[src/rtl/btn_conditioner.sv]
// btn_conditioner
// Turns one raw, bouncy, asynchronous push-button pin into a clean debounced
// level plus single-cycle press/release events and a wrapping press counter.
//
// Signal flow: btn_in -> 2-FF synchroniser -> polarity fix (raw, 1 = pressed)
// -> four-state debounce FSM -> registered outputs.
//
// Optional feature: define BTN_LONG_PRESS_EN to build the hold counter that
// raises long_pulse once per press held for LONG_CYCLES cycles. Without the
// macro the hold counter is not built and long_pulse is tied low.
//
// There are no valid/ready handshakes here: every output is a plain
// registered level or a one-cycle strobe.
//
// For checker binding, the FSM state is the internal signal 'state'
// (type state_t), and the debounce counter is 'cnt'.

`timescale 1ns/1ps

module btn_conditioner #(
   parameter int unsigned DEBOUNCE_CYCLES = 500000,
   parameter bit          ACTIVE_LOW      = 1'b1,
   parameter int unsigned LONG_CYCLES     = 50000000
) (
   input  logic       clk,
   input  logic       rst_n,
   input  logic       btn_in,
   output logic       btn_level,
   output logic       press_pulse,
   output logic       release_pulse,
   output logic [7:0] press_cnt,
   output logic       long_pulse
);

   // Debounce counter only has to reach DEBOUNCE_CYCLES-1.
   localparam int CNT_W = (DEBOUNCE_CYCLES > 1) ? $clog2(DEBOUNCE_CYCLES) : 1;
   localparam logic [CNT_W-1:0] CNT_LAST = CNT_W'(DEBOUNCE_CYCLES - 1);

   // Pin value while the key is not pressed.
   localparam logic PIN_IDLE = ACTIVE_LOW;

   typedef enum logic [1:0] {
      RELEASED     = 2'd0,
      PRESS_PEND   = 2'd1,
      PRESSED      = 2'd2,
      RELEASE_PEND = 2'd3
   } state_t;

   state_t           state;
   logic [CNT_W-1:0] cnt;

   logic sync_meta;
   logic sync_q;
   logic raw;

`ifdef BTN_LONG_PRESS_EN
   // Hold counter saturates at LONG_CYCLES-1; long_pulse fires on the edge
   // that brings it there, so exactly one pulse per press.
   localparam int HOLD_W = (LONG_CYCLES > 1) ? $clog2(LONG_CYCLES) : 1;
   localparam logic [HOLD_W-1:0] HOLD_LAST = HOLD_W'(LONG_CYCLES - 1);
   localparam logic [HOLD_W-1:0] HOLD_PRE  = HOLD_W'(LONG_CYCLES - 2);

   logic [HOLD_W-1:0] hold_cnt;
`else
   // Hold detection not built; the parameter is kept only for a uniform
   // instantiation interface.
   localparam int unsigned long_cycles_unused = LONG_CYCLES;

   assign long_pulse = 1'b0;
`endif

   // Two-flop synchroniser; reset parks both flops at the idle pin value so
   // a key held through reset is seen as a fresh press.
   always_ff @(posedge clk) begin
      if (!rst_n) begin
         sync_meta <= PIN_IDLE;
         sync_q    <= PIN_IDLE;
      end else begin
         sync_meta <= btn_in;
         sync_q    <= sync_meta;
      end
   end

   // Normalise polarity: raw is 1 whenever the key is physically pressed.
   assign raw = sync_q ^ ACTIVE_LOW;

   // Debounce FSM with all outputs registered; strobes default low each cycle.
   always_ff @(posedge clk) begin
      if (!rst_n) begin
         state         <= RELEASED;
         cnt           <= '0;
         btn_level     <= 1'b0;
         press_pulse   <= 1'b0;
         release_pulse <= 1'b0;
         press_cnt     <= 8'd0;
`ifdef BTN_LONG_PRESS_EN
         long_pulse    <= 1'b0;
         hold_cnt      <= '0;
`endif
      end else begin
         press_pulse   <= 1'b0;
         release_pulse <= 1'b0;
`ifdef BTN_LONG_PRESS_EN
         long_pulse    <= 1'b0;

         // Count hold time while the accepted level is pressed, including
         // release bounces; stop once the long press has been reported.
         if ((state == PRESSED || state == RELEASE_PEND) && hold_cnt != HOLD_LAST) begin
            hold_cnt <= hold_cnt + 1'b1;
            if (hold_cnt == HOLD_PRE) begin
               long_pulse <= 1'b1;
            end
         end
`endif

         case (state)
            RELEASED: begin
               if (raw) begin
                  state <= PRESS_PEND;
                  cnt   <= '0;
               end
            end

            PRESS_PEND: begin
               if (!raw) begin
                  // Too short: treat as a glitch and forget it.
                  state <= RELEASED;
               end else if (cnt == CNT_LAST) begin
                  state       <= PRESSED;
                  btn_level   <= 1'b1;
                  press_pulse <= 1'b1;
                  press_cnt   <= press_cnt + 8'd1;
`ifdef BTN_LONG_PRESS_EN
                  hold_cnt    <= '0;
`endif
               end else begin
                  cnt <= cnt + 1'b1;
               end
            end

            PRESSED: begin
               if (!raw) begin
                  state <= RELEASE_PEND;
                  cnt   <= '0;
               end
            end

            RELEASE_PEND: begin
               if (raw) begin
                  // Release bounce: back to pressed, hold time keeps running.
                  state <= PRESSED;
               end else if (cnt == CNT_LAST) begin
                  state         <= RELEASED;
                  btn_level     <= 1'b0;
                  release_pulse <= 1'b1;
`ifdef BTN_LONG_PRESS_EN
                  hold_cnt      <= '0;
`endif
               end else begin
                  cnt <= cnt + 1'b1;
               end
            end

            default: begin
               state <= RELEASED;
               cnt   <= '0;
            end
         endcase
      end
   end

endmodule

[config.mk]
export PLATFORM = sky130hd
export DESIGN_NAME = btn_conditioner
export DESIGN_NICKNAME = d
export VERILOG_FILES = /design/src/rtl/btn_conditioner.sv
export SDC_FILE = /design/constraint.sdc
export NUM_CORES = 1
export LEC_CHECK = 0
export BUFFER_PORTS_ARGS = -buffer_cell sky130_fd_sc_hd__buf_4
export CORE_ASPECT_RATIO = 1.25
export CORE_MARGIN = 1.5
export CORE_UTILIZATION = 25
export DETAILED_ROUTE_END_ITERATION = 8
export PLACE_DENSITY = 0.46
export SETUP_SLACK_MARGIN = 0.15
export SYNTH_ARGS = -nofsm -noshare
export SYNTH_HDL_FRONTEND = slang
export SYNTH_SLANG_ARGS = --single-unit
[constraint.sdc]
create_clock -name clk -period 2.1 [get_ports clk]
set_input_delay 0.21 -clock clk [delete_from_list [all_inputs] [get_ports clk]]
set_output_delay 0.21 -clock clk [all_outputs]
set_load 0.01 [all_outputs]
==> results of run 1 <==
through the flow:
| step | setup WS (ns) | std cells | utilization | hold WS (ns) | instance area [um^2] |
|---|---|---|---|---|---|
| global placement | 0.170 | 303 | 0.297 | 0.389 | 1950 |
| finish | 0.243 | 310 | 0.314 | 0.101 | 2060 |
| floorplan | 0.203 | 200 | - | 0.311 | 1700 |
| global route | 0.152 | 310 | 0.314 | 0.101 | 2060 |
| CTS | 0.151 | 310 | 0.310 | 0.0994 | 2030 |
| detailed placement | 0.134 | 303 | 0.297 | 0.391 | 1950 |
report_power, final:
part           internal (uW)  switching [uW]  leakage (uW)
clock network            228             248     0.0000373
logic                   20.9            36.3      0.000422
registers                651            5.73      0.000276
layer usage:
metal,up-vias,track usage,share of wire
met1,739,0.146,0.44
met5,-,0,0
met2,51,0.227,0.50
met4,0,0.0494,0.015
met3,10,0.0268,0.042
li1,778,-,-
cells by family (layout without fill, tap and decap cells):
logic type	Yosys count	after routing	share of synthesized area
AOI/OAI and AO/OA	37	37	0.144
xor gates and xnor gates	11	11	0.0568
adders and majority gates	2	2	0.0148
buffers and inverters	16	39	0.0399
DFF	34	34	0.401
muxes	3	3	0.0177
other	1	1	0.00221
and+or+nand+nor	96	96	0.323
sequential cells by signal (all words and copies together) (netlist names), named ones only:
signal	count
btn_level	1
cnt	19
press_cnt	8
press_pulse	1
release_pulse	1
state	1
sync_meta	1
sync_q	1
worst min path at each step:
stage | from | to | slack (ns)
after floorplan | btn_in | sync_meta$_SDFF_PN1_ | 0.31
after global placement | sync_meta$_SDFF_PN1_ | sync_q$_SDFF_PN1_ | 0.39
final | btn_in | sync_meta$_SDFF_PN1_ | 0.10
after detailed placement | sync_meta$_SDFF_PN1_ | sync_q$_SDFF_PN1_ | 0.39
after CTS | btn_in | sync_meta$_SDFF_PN1_ | 0.1
after global routing | btn_in | sync_meta$_SDFF_PN1_ | 0.10
Yosys cell counts, types with 2 or more instances:
library cell  count  area share
dfxtp_1          34        0.40
o21ai_0           4       0.012
mux2i_1           3       0.018
nor3b_1           2      0.0089
clkbuf_1          5       0.011
nand2b_1          4       0.015
nor4b_2           2       0.018
ha_1              2       0.015
nor3_1            8       0.024
xor2_1            2       0.010
nand4_1           4       0.015
nor2_1           19       0.042
a22o_1            2       0.010
inv_1             7       0.016
nor4_1            7       0.026
nand3_1          12       0.035
o21a_1            2      0.0089
xnor2_1           9       0.046
or4_1             3       0.013
o211ai_1          4       0.018
and3_1            2      0.0074
or3_1             3       0.011
a21oi_1           8       0.024
o22ai_1           2      0.0074
o21ai_1           2      0.0059
o31ai_1           3       0.013
nand2_1          19       0.042
a31oi_1           3       0.011
buf_2             3      0.0089
what timing repair did:
item,in CTS,in global routing
gates cloned,0,0
endpoints found under the setup margin,2,14
hold endpoints to repair,0,0
resized for setup,1,7
layout make-up:
type | count | area share
tap | 87 | 0.0527
multi-input combinational | 150 | 0.474
sequential | 34 | 0.331
inverter | 7 | 0.0127
timing repair buffer | 25 | 0.0909
clock inverter | 1 | 0.00364
clock buffer | 6 | 0.0352
==> results.py, run 1 <==
metrics = {
    "timing": {
        "max-slew-margin-rel": 0.632,
        "rsz0062_at_grt": "false",
        "setup_violations": 0,
        "clock-skew-final_ns": 0.00627,
        "tns_ns": 0,
        "timing.final.crit_period_ns": 1.86,
        "finalHoldViolCount": 0,
        "fmax_mhz": 538,
        "worst_pin_slew_ns": 0.552,
        "post-route-period-util": 0.885,
        "maxSlewViolCount": 0,
    },
    "clocking": {
        "cts_setup_buffers": 0,
        "cts_buffers": 5,
        "root_buffer": "clkbuf_8",
        "clock_latency_ns": 0.29,
        "cts.sinks": 34,
        "htree_levels": 2,
        "cts_tree": "yes",
        "clockBufferDepth": 2,
        "holdBufCountCts": 0,
        "cts.reportedPaths.clkPinSlew_ns": 0.07,
    },
    "critical_path": {
        "startpoint": "cnt[6]$_SDFFE_PN0P_",
        "reg2reg_from": "cnt[6]$_SDFFE_PN0P_",
        "critPathRequiredTime_ns": 2.29,
        "r2r.worst_path.cells": 5,
        "path_class": "flop to flop",
        "arrival_ns": 2.05,
        "worst-path-max-fanout": 7,
        "cp_num_buf_inv": 0,
        "crit_cells": 5,
        "critPathTopFamily": "simple AND/OR/NAND/NOR gates",
        "cpMaxStageDelayCell": "or3_1",
        "worstPathCellList": "nand4_1, or3_1, nor4_1, xnor2_1, nor2_1",
        "worstSetupEndpoint": "cnt[17]$_SDFFE_PN0P_",
        "endpoint_kind": "flop",
        "slowest_delay_ns": 0.55,
        "startpoint_type": "flop",
        "ff2ff_setup_slack_ns": 0.24,
        "r2r_end": "cnt[17]$_SDFFE_PN0P_",
    },
    "route": {
        "drt_wl_total_um": 4490,
        "vias_per_cell": 5.09,
        "avgRoutedWirePerCell_um": 14.5,
        "dr.pass1.iters": 4,
        "vias": 1578,
        "drcViolationCount": 0,
        "ant_nets": 0,
        "drt_iter0_drc": 178,
    },
    "placed_design": {
        "io_buffers": 13,
        "dp_hpwl_um": 3100,
        "place.gp.congestion": 0.798,
    },
    "synth": {
        "seq_area_frac_synth": 0.401,
        "yosys_warnings": 0,
        "syn_inst": 200,
        "ys_ff_latch": 34,
        "ys_types": 49,
        "ys.flop_type": "dfxtp_1",
        "ys_async_sr_fraction": 0,
        "syn_avg_cell_area_um2": 8.48,
        "netlist_area_um2": 1700,
        "syn_nets": 205,
        "synth_edf_count": 0,
    },
    "pwr": {
        "total_power_uw": 1190,
        "vdd_drop_max_mv": 0.274,
        "power.leakage_uw": 0.000735,
        "power_density_nw_per_um2": 576,
    },
    "cells_and_area": {
        "antennaDiodeCount": 0,
        "area_growth_pct": 21.8,
        "final_cell_mix": "dfxtp_1 (32), buf_4 (25), nand2_1 (19), nor2_1 (18), nand3_1 (12)",
        "multi_input_area_um2": 978,
        "nFillCells": 683,
        "final_common_cell": "dfxtp_1",
        "drive_above_1_share": 0.188,
        "final_nets": 228,
        "final-seq-area_um2": 683,
    },
    "floorplan": {
        "die_h_um": 95.1,
        "core_area_um2": 6570,
        "initial_core_util": 0.258,
        "rows": 33,
        "ioPinCount": 15,
        "die_area_um2": 7290,
        "fp.dieW_um": 76.7,
    },
    "global_route": {
        "grt_max_degree": 16,
        "grt_pass1_wl_um": 7180,
        "grt-ovfl-total": 0,
        "antenna_found_initial": 0,
        "grt_pass1_vias": 1479,
        "grt_usage": 0.126,
    },
    "hold_path": {
        "hp-class": "input pin to flop",
        "hold_depth": 2,
    },
    "run_status": {
        "outcome": "complete, no violations",
    },
    "flow_run": {
        "drv_cap": 0,
    },
}
Note: power is estimated with default switching activity, not from simulation.
==> inputs of run 2 (changes only) <==
--- a/config.mk
+++ b/config.mk
@@ -7,7 +7,6 @@
 export LEC_CHECK = 0
 export BUFFER_PORTS_ARGS = -buffer_cell sky130_fd_sc_hd__buf_4
 export CORE_ASPECT_RATIO = 1.25
-export CORE_MARGIN = 1.5
 export CORE_UTILIZATION = 25
 export DETAILED_ROUTE_END_ITERATION = 8
 export PLACE_DENSITY = 0.46
==> run 2 against run 1 <==
  * Critical endpoint is now press_cnt[4]$_SDFFE_PN0P_
  * Clock power is 20% higher
  * Sequential power hardly changed
  * Critical path depth stayed put
==> results.py, run 2 (same netlist as run 1, synthesis figures left out) <==
metrics = {
    "run_status": {
        "outcome": "complete, no violations",
    },
    "global_route": {
        "grt-ovfl-total": 0,
        "grt_pass1_vias": 1553,
        "grt_pass1_wl_um": 7390,
        "grt_usage": 0.137,
        "grt_max_degree": 16,
        "antenna_found_initial": 0,
    },
    "clocking": {
        "cts_setup_buffers": 0,
        "htree_levels": 2,
        "root_buffer": "clkbuf_8",
        "cts_tree": "yes",
        "cts.reportedPaths.clkPinSlew_ns": 0.07,
        "cts_buffers": 5,
        "clockBufferDepth": 2,
        "clock_latency_ns": 0.29,
        "holdBufCountCts": 0,
        "cts_resized": 0,
        "cts.sinks": 34,
    },
    "route": {
        "drt_wl_total_um": 4350,
        "avgRoutedWirePerCell_um": 14.0,
        "drt_iter0_drc": 141,
        "dr.pass1.iters": 5,
        "ant_nets": 0,
        "drcViolationCount": 0,
        "vias_per_cell": 5.01,
        "vias": 1557,
    },
    "cells_and_area": {
        "final_cell_mix": "dfxtp_1 (31), buf_4 (25), nor2_1 (19), nand2_1 (19), nand3_1 (12)",
        "largest_reg_flops": 19,
        "antennaDiodeCount": 0,
        "top_register": "cnt",
        "final_common_cell": "dfxtp_1",
        "reg_top3": "cnt x19, press_cnt x8",
        "final_nets": 228,
        "drive_above_1_share": 0.201,
        "area_growth_pct": 23.5,
    },
    "critical_path": {
        "startpoint_type": "flop",
        "arrival_ns": 2.05,
        "path_class": "flop to flop",
        "endpoint_kind": "flop",
        "slowest_delay_ns": 0.39,
        "r2r.worst_path.cells": 5,
        "cp_num_buf_inv": 0,
        "critPathRequiredTime_ns": 2.31,
        "ff2ff_setup_slack_ns": 0.26,
        "crit_cells": 5,
        "r2r_end": "press_cnt[4]$_SDFFE_PN0P_",
        "worstPathCellList": "nor4b_4, nand4_4, or2_4, or3_1, a21oi_1",
        "reg2reg_from": "cnt[7]$_SDFFE_PN0P_",
        "cpMaxStageDelayCell": "nor4b_4",
        "critPathTopFamily": "simple AND/OR/NAND/NOR gates",
        "worst-path-max-fanout": 7,
    },
    "timing": {
        "rsz0062_at_grt": "true",
        "worst_pin_slew_ns": 0.507,
        "post-route-period-util": 0.874,
        "clock-skew-final_ns": 0.00588,
        "fmax_mhz": 545,
        "finalHoldViolCount": 0,
        "maxSlewViolCount": 0,
        "timing.final.crit_period_ns": 1.84,
        "tns_ns": 0,
        "finalWorstSetupSlack_ns": 0.264,
        "setup_violations": 0,
        "max-slew-margin-rel": 0.661,
    },
    "placed_design": {
        "dp_hpwl_um": 3190,
        "io_buffers": 13,
        "place.gp.congestion": 0.815,
        "place_ws_ns": 0.195,
    },
    "hold_path": {
        "holdPathEnd": "sync_meta$_SDFF_PN1_",
        "min_from": "btn_in",
        "hp-class": "input pin to flop",
        "hold_depth": 2,
    },
    "floorplan": {
        "rows": 33,
        "core_area_um2": 6570,
        "die_h_um": 94.1,
        "fp.dieW_um": 75.7,
        "initial_core_util": 0.258,
        "ioPinCount": 15,
        "die_area_um2": 7120,
    },
    "pwr": {
        "power_density_nw_per_um2": 615,
        "pwr-share-seq": 0.510,
        "power_frac_clock": 0.442,
        "p_sw_uw": 280,
        "power.leakage_uw": 0.000760,
        "power_frac_comb": 0.048,
        "switching_share": 0.218,
        "power.internal_uw": 1010,
        "vdd_drop_max_mv": 0.385,
    },
    "flow_run": {
        "drv_cap": 0,
    },
}
run 2: changes by cell type in the layout (fill, tap and decap cells not counted), sizes merged:
| cell | previous run | this run |
|---|---|---|
| clkbuf | 6 | 8 |
| clkinvlp | 1 | 0 |
run 2: metrics by stage:
step                      utilization  instances  total power [uW]  cell area [um^2]  hold slack (ns)
after global placement          0.297        303               734              1950            0.389
final                           0.319        311              1290              2090            0.105
after global routing            0.319        311              1340              2090           0.0957
after detailed placement        0.297        303               733              1950            0.396
after CTS                       0.314        311              1300              2060            0.100
after floorplan                     -        200               705              1700            0.311
run 2: worst max path at each step:
stage | startpoint | to
detailed placement | cnt[4]$_SDFFE_PN0P_ | press_cnt[7]$_SDFFE_PN0P_
CTS | cnt[9]$_SDFFE_PN0P_ | press_cnt[4]$_SDFFE_PN0P_
global placement | cnt[9]$_SDFFE_PN0P_ | press_cnt[4]$_SDFFE_PN0P_
floorplan | cnt[0]$_SDFFE_PN0P_ | press_cnt[4]$_SDFFE_PN0P_
finish | cnt[7]$_SDFFE_PN0P_ | press_cnt[4]$_SDFFE_PN0P_
global route | cnt[0]$_SDFFE_PN0P_ | cnt[18]$_SDFFE_PN0P_
run 2: final cells by class:
cell class / count / area [um^2]
multi-input cells: 150 / 976
repair buffers: 25 / 188
inverters: 7 / 26.3
clock buffers: 8 / 110
fillers: 695 / 4470
flip-flops and latches: 34 / 684
well taps: 87 / 109
run 2: routing by layer:
metal  GRT usage  part of all wire  vias up
met4      0.0694             0.023        0
li1            -                 -      776
met5           0                 0        -
met1       0.160              0.44      736
met3      0.0343             0.041       12
met2       0.228              0.50       33
run 2: power by group through the flow:
stage	Combinational, uW	Sequential (uW)	Clock (uW)
floorplan	33.0	672	0
global placement	62.9	671	0
detailed placement	62.6	671	0
CTS	62.8	656	584
global route	68.8	657	611
finish	62.0	656	569
==> inputs of run 3 (changes only) <==
--- a/config.mk
+++ b/config.mk
@@ -7,8 +7,10 @@
 export LEC_CHECK = 0
 export BUFFER_PORTS_ARGS = -buffer_cell sky130_fd_sc_hd__buf_4
 export CORE_ASPECT_RATIO = 1.25
+export CORE_MARGIN = 2
 export CORE_UTILIZATION = 25
 export DETAILED_ROUTE_END_ITERATION = 8
+export MAX_ROUTING_LAYER = met4
 export PLACE_DENSITY = 0.46
 export SETUP_SLACK_MARGIN = 0.15
 export SYNTH_ARGS = -nofsm -noshare
==> run 3 against run 2 <==
  * Utilization down 0.50 points
  * First-iteration DRC count fell by 34%
  * Sequential share of layout area rose by 0.58 points
  * Hold slack worse by 0.0076 ns
  * Die area increased by 4.8%
  * Fmax about the same
  * Sequential power about the same
  * Total power decreased by 4.2%
  * Design area decreased by 1.6%
  * Setup slack about the same
  * Critical path type unchanged
  * Largest power group unchanged
  * Highest routed layer unchanged
==> results.py, run 3 (same netlist as run 1, synthesis figures left out) <==
metrics = {
    "critical_path": {
        "reg2reg_from": "cnt[5]$_SDFFE_PN0P_",
        "startpoint_type": "flop",
        "startpoint": "cnt[5]$_SDFFE_PN0P_",
        "slowest_delay_ns": 0.39,
        "critPathRequiredTime_ns": 2.32,
        "cp_num_buf_inv": 0,
        "critPathTopFamily": "simple AND/OR/NAND/NOR gates",
        "path_class": "flop to flop",
        "worst-path-max-fanout": 7,
        "cpMaxStageDelayCell": "or3_4",
        "arrival_ns": 2.05,
        "worstPathCellList": "nand4b_4, or3_4, or2_4, or3_1, a21oi_1",
        "endpoint_kind": "flop",
    },
    "cells_and_area": {
        "fin_util": 0.314,
        "largest_reg_flops": 19,
        "final_cell_mix": "dfxtp_1 (30), buf_4 (22), nor2_1 (19), nand2_1 (19), nand3_1 (11)",
        "final_nets": 225,
        "reg_top3": "cnt x19, press_cnt x8",
        "area_growth_pct": 21.6,
        "antennaDiodeCount": 0,
        "top_register": "cnt",
        "final_common_cell": "dfxtp_1",
        "drive_above_1_share": 0.213,
    },
    "placed_design": {
        "io_buffers": 13,
        "place.gp.congestion": 0.822,
        "dp_hpwl_um": 3150,
    },
    "global_route": {
        "grt_pass1_vias": 1519,
        "grt-ovfl-total": 0,
        "grt_pass1_wl_um": 7330,
        "grt_usage": 0.126,
        "antenna_found_initial": 0,
        "grt_max_degree": 16,
    },
    "pwr": {
        "power.leakage_uw": 0.000724,
        "power_density_nw_per_um2": 598,
        "vdd_drop_max_mv": 0.268,
    },
    "timing": {
        "fmax_mhz": 545,
        "max-slew-margin-rel": 0.659,
        "maxSlewViolCount": 0,
        "post-route-period-util": 0.874,
        "tns_ns": 0,
        "clock-skew-final_ns": 0.0101,
        "rsz0062_at_grt": "true",
        "finalHoldViolCount": 0,
        "hold-worst-slack_ns": 0.0970,
        "worst_pin_slew_ns": 0.511,
        "timing.final.crit_period_ns": 1.84,
        "setup_violations": 0,
    },
    "hold_path": {
        "hp-class": "input pin to flop",
        "min_from": "btn_in",
    },
    "route": {
        "vias": 1531,
        "dr.pass1.iters": 4,
        "drt_iter0_drc": 93,
        "ant_nets": 0,
        "avgRoutedWirePerCell_um": 13.9,
        "drt_wl_total_um": 4290,
        "vias_per_cell": 4.97,
        "drcViolationCount": 0,
    },
    "clocking": {
        "cts_buffers": 5,
        "cts_tree": "yes",
        "root_buffer": "clkbuf_8",
        "cts.sinks": 34,
        "clock_latency_ns": 0.29,
        "clockBufferDepth": 2,
        "htree_levels": 2,
        "cts.reportedPaths.clkPinSlew_ns": 0.08,
    },
    "floorplan": {
        "ioPinCount": 15,
        "rows": 33,
        "fp.dieW_um": 77.7,
        "core_area_um2": 6570,
        "die_h_um": 96.1,
        "initial_core_util": 0.258,
        "die_area_um2": 7460,
    },
    "flow_run": {
        "drv_cap": 0,
    },
    "run_status": {
        "outcome": "complete, no violations",
    },
}
==> run 3: layout make-up <==
| cell class | count | area [um^2] |
|---|---|---|
| fill | 693 | 4500 |
| multi-input combinational | 150 | 980 |
| sequential | 34 | 686 |
| timing repair buffer | 22 | 165 |
| tap | 87 | 109 |
| clock buffer | 6 | 82.6 |
| inverter | 7 | 26.3 |
| clock inverter | 2 | 12.5 |
==> run 3: worst paths after layout <==
path                               end  slack (ns)  depth (start not counted)
max          press_cnt[4]$_SDFFE_PN0P_        0.26                          5
min               sync_meta$_SDFF_PN1_         0.1                          2
max reg2reg  press_cnt[4]$_SDFFE_PN0P_        0.26                          5
min reg2reg          sync_q$_SDFF_PN1_        0.41                          1
==> run 3: routing by layer <==
metal / GRT usage / vias up / share of wire / routed length (um)
met5: - / - / 0 / 0
met4: 0.0357 / 0 / 0.013 / 54
met3: 0.0291 / 7 / 0.040 / 170
met2: 0.218 / 37 / 0.51 / 2170
met1: 0.146 / 716 / 0.44 / 1900
li1: - / 771 / - / -
==> run 3: repair_timing <==
action                                  4_1_cts  5_1_grt
buffers inserted                              0        0
hold buffers                                  0        0
endpoints found under the setup margin        1       10
pin swaps                                     0        0
resized for setup                             1       11
==> run 3: worst reg2reg max path: stages, from the launching register on <==
cell and delay [ns]:
dfxtp_1 0.38, nand4b_4 0.24, or3_4 0.39, or2_4 0.27, or3_1 0.34, a21oi_1 0.14
==> run 3: stage by stage <==
step | area [um^2] | worst slack, ns | total power [uW] | std cells
2_1_floorplan | 1700 | 0.203 | 705 | 200
4_1_cts | 2030 | 0.173 | 1250 | 308
5_1_grt | 2060 | 0.141 | 1270 | 308
6_report | 2060 | 0.264 | 1230 | 308
3_5_place_dp | 1930 | 0.150 | 732 | 300
3_3_place_gp | 1930 | 0.138 | 733 | 300
==> run 3: power by group <==
group	switching, uW	internal [uW]	leakage, uW
Combinational	37.3	23.3	0.000400
Clock	253	264	0.0000472
Sequential	4.80	651	0.000277
